<file path="src/rtl/pipeline_ctrl.sv">
// 5-stage hazard/forwarding/ECALL-halt controller; stall/bubble/flush are combinational, forwarding selects registered on advance.
// Backpressure: mem_ready low freezes all shadow slots, forwarding selects and FSM state.
module pipeline_ctrl #(
  parameter bit HALT_ON_ECALL = 1'b1
) (
  input  logic       clk,
  input  logic       reset_n,
  input  logic       id_valid,
  input  logic [4:0] id_rs1,
  input  logic [4:0] id_rs2,
  input  logic       id_rs1_only,
  input  logic [4:0] id_rd,
  input  logic       id_write_enable,
  input  logic       id_load,
  input  logic       id_ecall,
  input  logic       ex_redirect,
  input  logic       mem_ready,
  input  logic       halt_clear,
  output logic       stall_if,
  output logic       stall_id,
  output logic       bubble_ex,
  output logic       flush_id,
  output logic       freeze,
  output logic       halted,
  output logic [1:0] fwd_a,
  output logic [1:0] fwd_b
);

  typedef struct packed {
    logic       vld;
    logic [4:0] rd;
    logic       we;
    logic       ld;
  } slot_t;

  typedef enum logic [1:0] {RUN, DRAIN, HALT} state_t;

  slot_t  ex_slot, mem_slot, wb_slot, ex_next;
  state_t state, state_next;
  logic   hold;
  logic   issue;
  logic   ex_hit_rs1, ex_hit_rs2, mem_hit_rs1, mem_hit_rs2;
  logic   load_use, ecall_halt, slots_empty;
  logic [1:0] fwd_a_next, fwd_b_next;

  function automatic logic hit(slot_t s, logic [4:0] r);
    return s.vld && s.we && (s.rd != 5'd0) && (s.rd == r);
  endfunction

  assign ex_hit_rs1  = hit(ex_slot, id_rs1);
  assign ex_hit_rs2  = ~id_rs1_only & hit(ex_slot, id_rs2);
  assign mem_hit_rs1 = hit(mem_slot, id_rs1);
  assign mem_hit_rs2 = ~id_rs1_only & hit(mem_slot, id_rs2);
  assign load_use    = id_valid & ex_slot.ld & (ex_hit_rs1 | ex_hit_rs2);
  assign ecall_halt  = HALT_ON_ECALL & id_valid & id_ecall;
  assign slots_empty = ~(ex_slot.vld | mem_slot.vld | wb_slot.vld);
  assign freeze      = ~mem_ready;
  assign halted      = (state == HALT);
  assign issue       = id_valid & ~bubble_ex & ~stall_id;

  // WB contents only matter for occupancy while draining.
  logic unused_wb;
  assign unused_wb = ^{wb_slot.rd, wb_slot.we, wb_slot.ld};

  always_ff @(posedge clk or negedge reset_n) begin
    if (!reset_n) begin
      state <= RUN;
    end else if (!freeze) begin
      state <= state_next;
    end
  end

  always_comb begin
    state_next = state;
    case (state)
      RUN:     if (ecall_halt && !ex_redirect && !freeze) state_next = DRAIN;
      DRAIN: begin
        if (ex_redirect)      state_next = RUN;
        else if (slots_empty) state_next = HALT;
      end
      HALT:    if (halt_clear) state_next = RUN;
      default: state_next = RUN;
    endcase
  end

  always_comb begin
    hold      = 1'b0;
    bubble_ex = 1'b0;
    flush_id  = 1'b0;
    if (!reset_n) begin
      hold = 1'b0;
    end else if (freeze) begin
      hold = 1'b1;
    end else begin
      case (state)
        RUN: begin
          if (ex_redirect) begin
            flush_id  = 1'b1;
            bubble_ex = 1'b1;
          end else if (load_use || ecall_halt) begin
            hold      = 1'b1;
            bubble_ex = 1'b1;
          end
        end
        DRAIN: begin
          if (ex_redirect) begin
            flush_id  = 1'b1;
            bubble_ex = 1'b1;
          end else begin
            hold      = 1'b1;
            bubble_ex = 1'b1;
          end
        end
        HALT: begin
          // Resume releases the held ECALL into EX in this same cycle.
          if (!halt_clear) begin
            hold      = 1'b1;
            bubble_ex = 1'b1;
          end
        end
        default: hold = 1'b0;
      endcase
    end
    stall_if = hold;
    stall_id = hold;
  end

  always_comb begin
    ex_next    = '0;
    fwd_a_next = 2'b00;
    fwd_b_next = 2'b00;
    if (issue) begin
      ex_next.vld = 1'b1;
      ex_next.rd  = id_rd;
      ex_next.we  = id_write_enable & ~id_ecall;
      ex_next.ld  = id_load;
      if (ex_hit_rs1)       fwd_a_next = 2'b01;
      else if (mem_hit_rs1) fwd_a_next = 2'b10;
      if (ex_hit_rs2)       fwd_b_next = 2'b01;
      else if (mem_hit_rs2) fwd_b_next = 2'b10;
    end
  end

  always_ff @(posedge clk or negedge reset_n) begin
    if (!reset_n) begin
      ex_slot  <= '0;
      mem_slot <= '0;
      wb_slot  <= '0;
      fwd_a    <= 2'b00;
      fwd_b    <= 2'b00;
    end else if (!freeze) begin
      wb_slot  <= mem_slot;
      mem_slot <= ex_slot;
      ex_slot  <= ex_next;
      fwd_a    <= fwd_a_next;
      fwd_b    <= fwd_b_next;
    end
  end

endmodule
</file>
<file path="config.mk">
export PLATFORM = sky130hd
export DESIGN_NAME = pipeline_ctrl
export DESIGN_NICKNAME = d
export VERILOG_FILES = /design/src/rtl/pipeline_ctrl.sv
export SDC_FILE = /design/constraint.sdc
export NUM_CORES = 1
export LEC_CHECK = 0
export CORE_ASPECT_RATIO = 1.2
export CORE_MARGIN = 10
export CORE_UTILIZATION = 51
export CTS_CLUSTER_DIAMETER = 150
export DETAILED_ROUTE_END_ITERATION = 6
export PLACE_DENSITY = 0.9
export SYNTH_ARGS = -nofsm -noshare
export SYNTH_HDL_FRONTEND = slang
export SYNTH_SLANG_ARGS = --single-unit
</file>
<file path="constraint.sdc">
create_clock -name clk -period 4.79 [get_ports clk]
set_input_delay 0.958 -clock clk [delete_from_list [all_inputs] [get_ports clk]]
set_output_delay 0.958 -clock clk [all_outputs]
set_load 0.1 [all_outputs]
</file>
# [After elaboration in Yosys (flattened, before gate mapping)]
# Index checks and enable logic that the tools add are counted.
[totals] register_bits=22 in_bits=25 out_inout_bits=10 wordCells=80
[classes] n_eq_ne=9 n_mux=27 n_bitwise=16 n_reduce_logical=17
[ops] operator="$eq 5x5->1" n=4
[ops] operator="$mux 2" n=10
[ops] operator="$mux 1" n=13
[ops] operator="$logic_and 1x1->1" n=10
[ops] operator="$reduce_bool 5->1" n=2
[ops] operator="$and 1x1->1" n=8
[ops] operator="$mux 8" n=1
[ops] operator="$pmux 1 s3" n=2
[ops] operator="$pmux 2 s3" n=1
[ops] operator="$not 1->1" n=5
[ops] operator="$ne 2x2->1 const B" n=2
[ops] operator="$reduce_and 4->1" n=1
[ops] operator="$ne 3x3->1 const B" n=1
[ops] operator="$or 1x1->1" n=3
[ops] operator="$eq 2x1->1 const B" n=1
[ops] operator="$eq 2x2->1 const B" n=1
[ops] operator="$logic_not 2->1" n=1
[ops] operator="$reduce_or 2->1" n=1
[ops] operator="$logic_not 1->1" n=1
[ops] operator="$logic_or 1x1->1" n=1

# [Depth between registers and ports, before layout]
[depth] ltp_word=16 ltp_mapped=8

# [Least setup slack after synthesis]
# OpenSTA, ideal clock, no wires.
[synth_path] kind="input to output" startpoint="input port id_rs1[4]" endpoint="output port stall_if" arrival_ps=3821 required_time_ps=3832 slack_ps=11 cell_stages=6 path_cell_list="xnor2_1 > nand3_1 > nor3_1 > o2111ai_1 > a41oi_1 > buf_4"
[synth_via] elab_chain_cells=10
[synth_lines] item="start, declared" line="9" text="input logic [4:0] id_rs1,"
[synth_lines] item="$eq 5x5->1" line="47" text="return s.vld && s.we && (s.rd != 5'd0) && (s.rd == r);"
[synth_lines] item="$logic_and 1x1->1" line="47"
[synth_lines] item="$or 1x1->1" line="54" text="assign load_use = id_valid & ex_slot.ld & (ex_hit_rs1 | ex_hit_rs2);"
[synth_lines] item="$and 1x1->1" line="54"
[synth_lines] item="$logic_or 1x1->1" line="100" text="end else if (load_use || ecall_halt) begin"
[synth_lines] item="$mux 1" line="100"
[synth_lines] item="$mux 1" line="97" text="if (ex_redirect) begin"
[synth_lines] item="$pmux 1 s3" line="95" text="case (state)"
[synth_lines] item="$mux 1" line="92" text="end else if (freeze) begin"
[synth_lines] item="$mux 1" line="90" text="if (!reset_n) begin"
[synth_lines] item="end, declared" line="19" text="output logic stall_if,"
# No other way between the ends.

# [Final worst setup path]
[layout_path] startpoint="input port id_rs1[0]" endpoint="output port stall_if"
# The elaborated chain is that of the path after synthesis.

==> impl_metrics.tcl <==
set metrics [dict create \
    status "finished, final reports clean" \
    rows 19 \
    cp.arrival_ps 2950 \
    hold_viol_final 0 \
    drc 0 \
    syn_to_final_growth_pct 32.2 \
    cts_made_buffers 3 \
    crit_path_end_kind "primary output" \
    required_ps 3830 \
    cts_htree_levels 1 \
    ant_nets 0 \
    syn_area_per_cell_um2 10.4 \
    grt_max_degree 17 \
    hpwl_um 2590 \
    die-height_um 75.0 \
    drt_iter0_markers 46 \
    cellPowerDensity_mw_per_mm2 403 \
    place_congestion 0.896 \
    dieArea_mm2 0.00494 \
    worstSetupPathType "input pin to primary output" \
    wire_per_inst_um 16.9 \
    fin_skew_ps 13.2 \
    rsz0062_at_grt "no" \
    synthCells 123 \
    io_pins 35 \
    synth_top_area_share 0.428 \
    synth_edf_count 0 \
    start_kind "input pin" \
    post_cts_resized 0 \
    clock_path_buffers 2 \
    drive_above_1_share 0.157 \
    grt_usage 0.137 \
    fmax_ghz 0.256 \
    initial_core_util 0.546 \
    antenna_found_initial 0 \
    async_flop_share 1.00 \
    fin_crit_sh 0.816 \
    cts_num_sinks 22 \
    hold_class "flop to flop" \
    synth.top_cells.by_count "dfrtp_1, xnor2_1, o2bb2ai_1" \
    crit_fanout 4 \
    synth.distinct_cells 34 \
    grt_pass1_vias 1165 \
    slew_headroom 0.351 \
    tns_ps 0 \
    fill_cells 187 \
    dp.cells 186 \
    worst_pin_slew_ps 971 \
    routed_wl_um 3220 \
    syn_nets 148 \
    synth_seq_cells 22 \
    syn_area_mm2 0.00128 \
    vias_per_cell 5.83 \
    grt_remaining_overflow 0 \
    fin_cells 190 \
    clk_pin_slew_ps 120 \
    power_mw 0.685 \
    synth_seq_area_share 0.428 \
    grt_pass1_wl_um 5370 \
    yosysWarningCount 0 \
    antenna_cells 0 \
    nets 185 \
    core-area_mm2 0.00235 \
    ys.flop_type "dfrtp_1" \
    max-vdd-ir-drop_uv 302 \
    final_max_slew_viol_count 0 \
    fin_crit_ps 3910 \
    setup_viol 0 \
    port_buffers 34 \
    cap_violations 0 \
    cts_setup_buffers 0 \
    drt_pass1_iterations 4 \
    ctsHoldBuffers 0 \
    p_leak_nw 0.726 \
    cts-root-buf "clkbuf_4" \
    clock_latency_ps 310 \
    die_w_um 65.8 \
    num_vias 1108 \
    cts_tree "yes" \
    yosysMostFrequentCell "dfrtp_1" \
    synth_top_area_cell "dfrtp_1" \
    synthTopCellsByArea "dfrtp_1, xnor2_1, mux2_2" \
]
## worst max-delay path: stages
cell	delay (ps)
clkdlybuf4s50_1	510
xnor2_1	130
nand3_1	90
nor3_1	430
o2111ai_1	200
a41oi_1	280
buf_4	330
## layout by cell type, fill, tap and decap left out, types with 3 or more instances in the layout
cell type	instances
buf_4	9
nand2_1	6
nor3_1	8
mux2_2	8
inv_1	8
xnor2_1	14
nor2_1	3
o2bb2ai_1	10
xor2_1	6
dfrtp_1	22
clkdlybuf4s50_1	29
clkbuf_4	3
nand3_1	5
## through the flow
stage	setup WS, ps	instance area [um^2]	utilization	hold WS, ps
finish	882	1700	0.722	515
global route	730	1700	0.722	550
CTS	871	1700	0.722	518
detailed placement	875	1650	0.700	485
global placement	953	1650	0.700	475
floorplan	11.1	1280	-	472
## worst paths after layout
kind | from | endpoint | slack, ps | cells after the start
setup / recovery | id_rs1[0] | stall_if | 880 | 7
min in group asynchronous | reset_n | ex_slot[7] | 1010 | 1
max in group asynchronous | reset_n | ex_slot[0] | 3200 | 2
setup reg to reg | ex_slot[2] | fwd_a[1] | 2680 | 7
hold reg to reg | fwd_b[0] | fwd_b[0] | 520 | 1
hold / removal | fwd_b[0] | fwd_b[0] | 520 | 1
## layout make-up
class,count,area (um^2),share of cell area
Multi-Input combinational cell,87,669,0.394
Sequential cell,22,551,0.324
Timing Repair Buffer,38,358,0.211
Tap cell,31,38.8,0.0228
Clock inverter,1,30.0,0.0177
Inverter,8,30.0,0.0177
Clock buffer,3,22.5,0.0133
## state kept, by name, summed over array words and instances, names as in the netlist
register  flops
ex_slot       8
fwd_a         2
fwd_b         2
mem_slot      7
state         2
wb_slot       1
## routing by layer
| layer | vias up | GRT usage | share of wire |
|---|---|---|---|
| met1 | 530 | 0.142 | 0.41 |
| met5 | - | 0 | 0 |
| met2 | 54 | 0.229 | 0.49 |
| li1 | 516 | - | - |
| met3 | 8 | 0.0579 | 0.087 |
| met4 | 0 | 0.0786 | 0.016 |
## cell families after synthesis
| group | synth area share |
|---|---|
| AND/OR/NAND/NOR | 0.142 |
| multiplexers | 0.0701 |
| buffers and inverters | 0.0506 |
| flip-flops | 0.428 |
| AO/OA/AOI/OAI | 0.172 |
| XOR/XNOR | 0.136 |
## power by group
part           total (mW)  internal [mW]  leakage [nW]  switching, mW
registers           0.291          0.227         0.289         0.0639
clock network       0.140         0.0847        0.0279         0.0553
logic               0.254          0.113         0.409          0.142
Power figures use the tool's default switching activity.
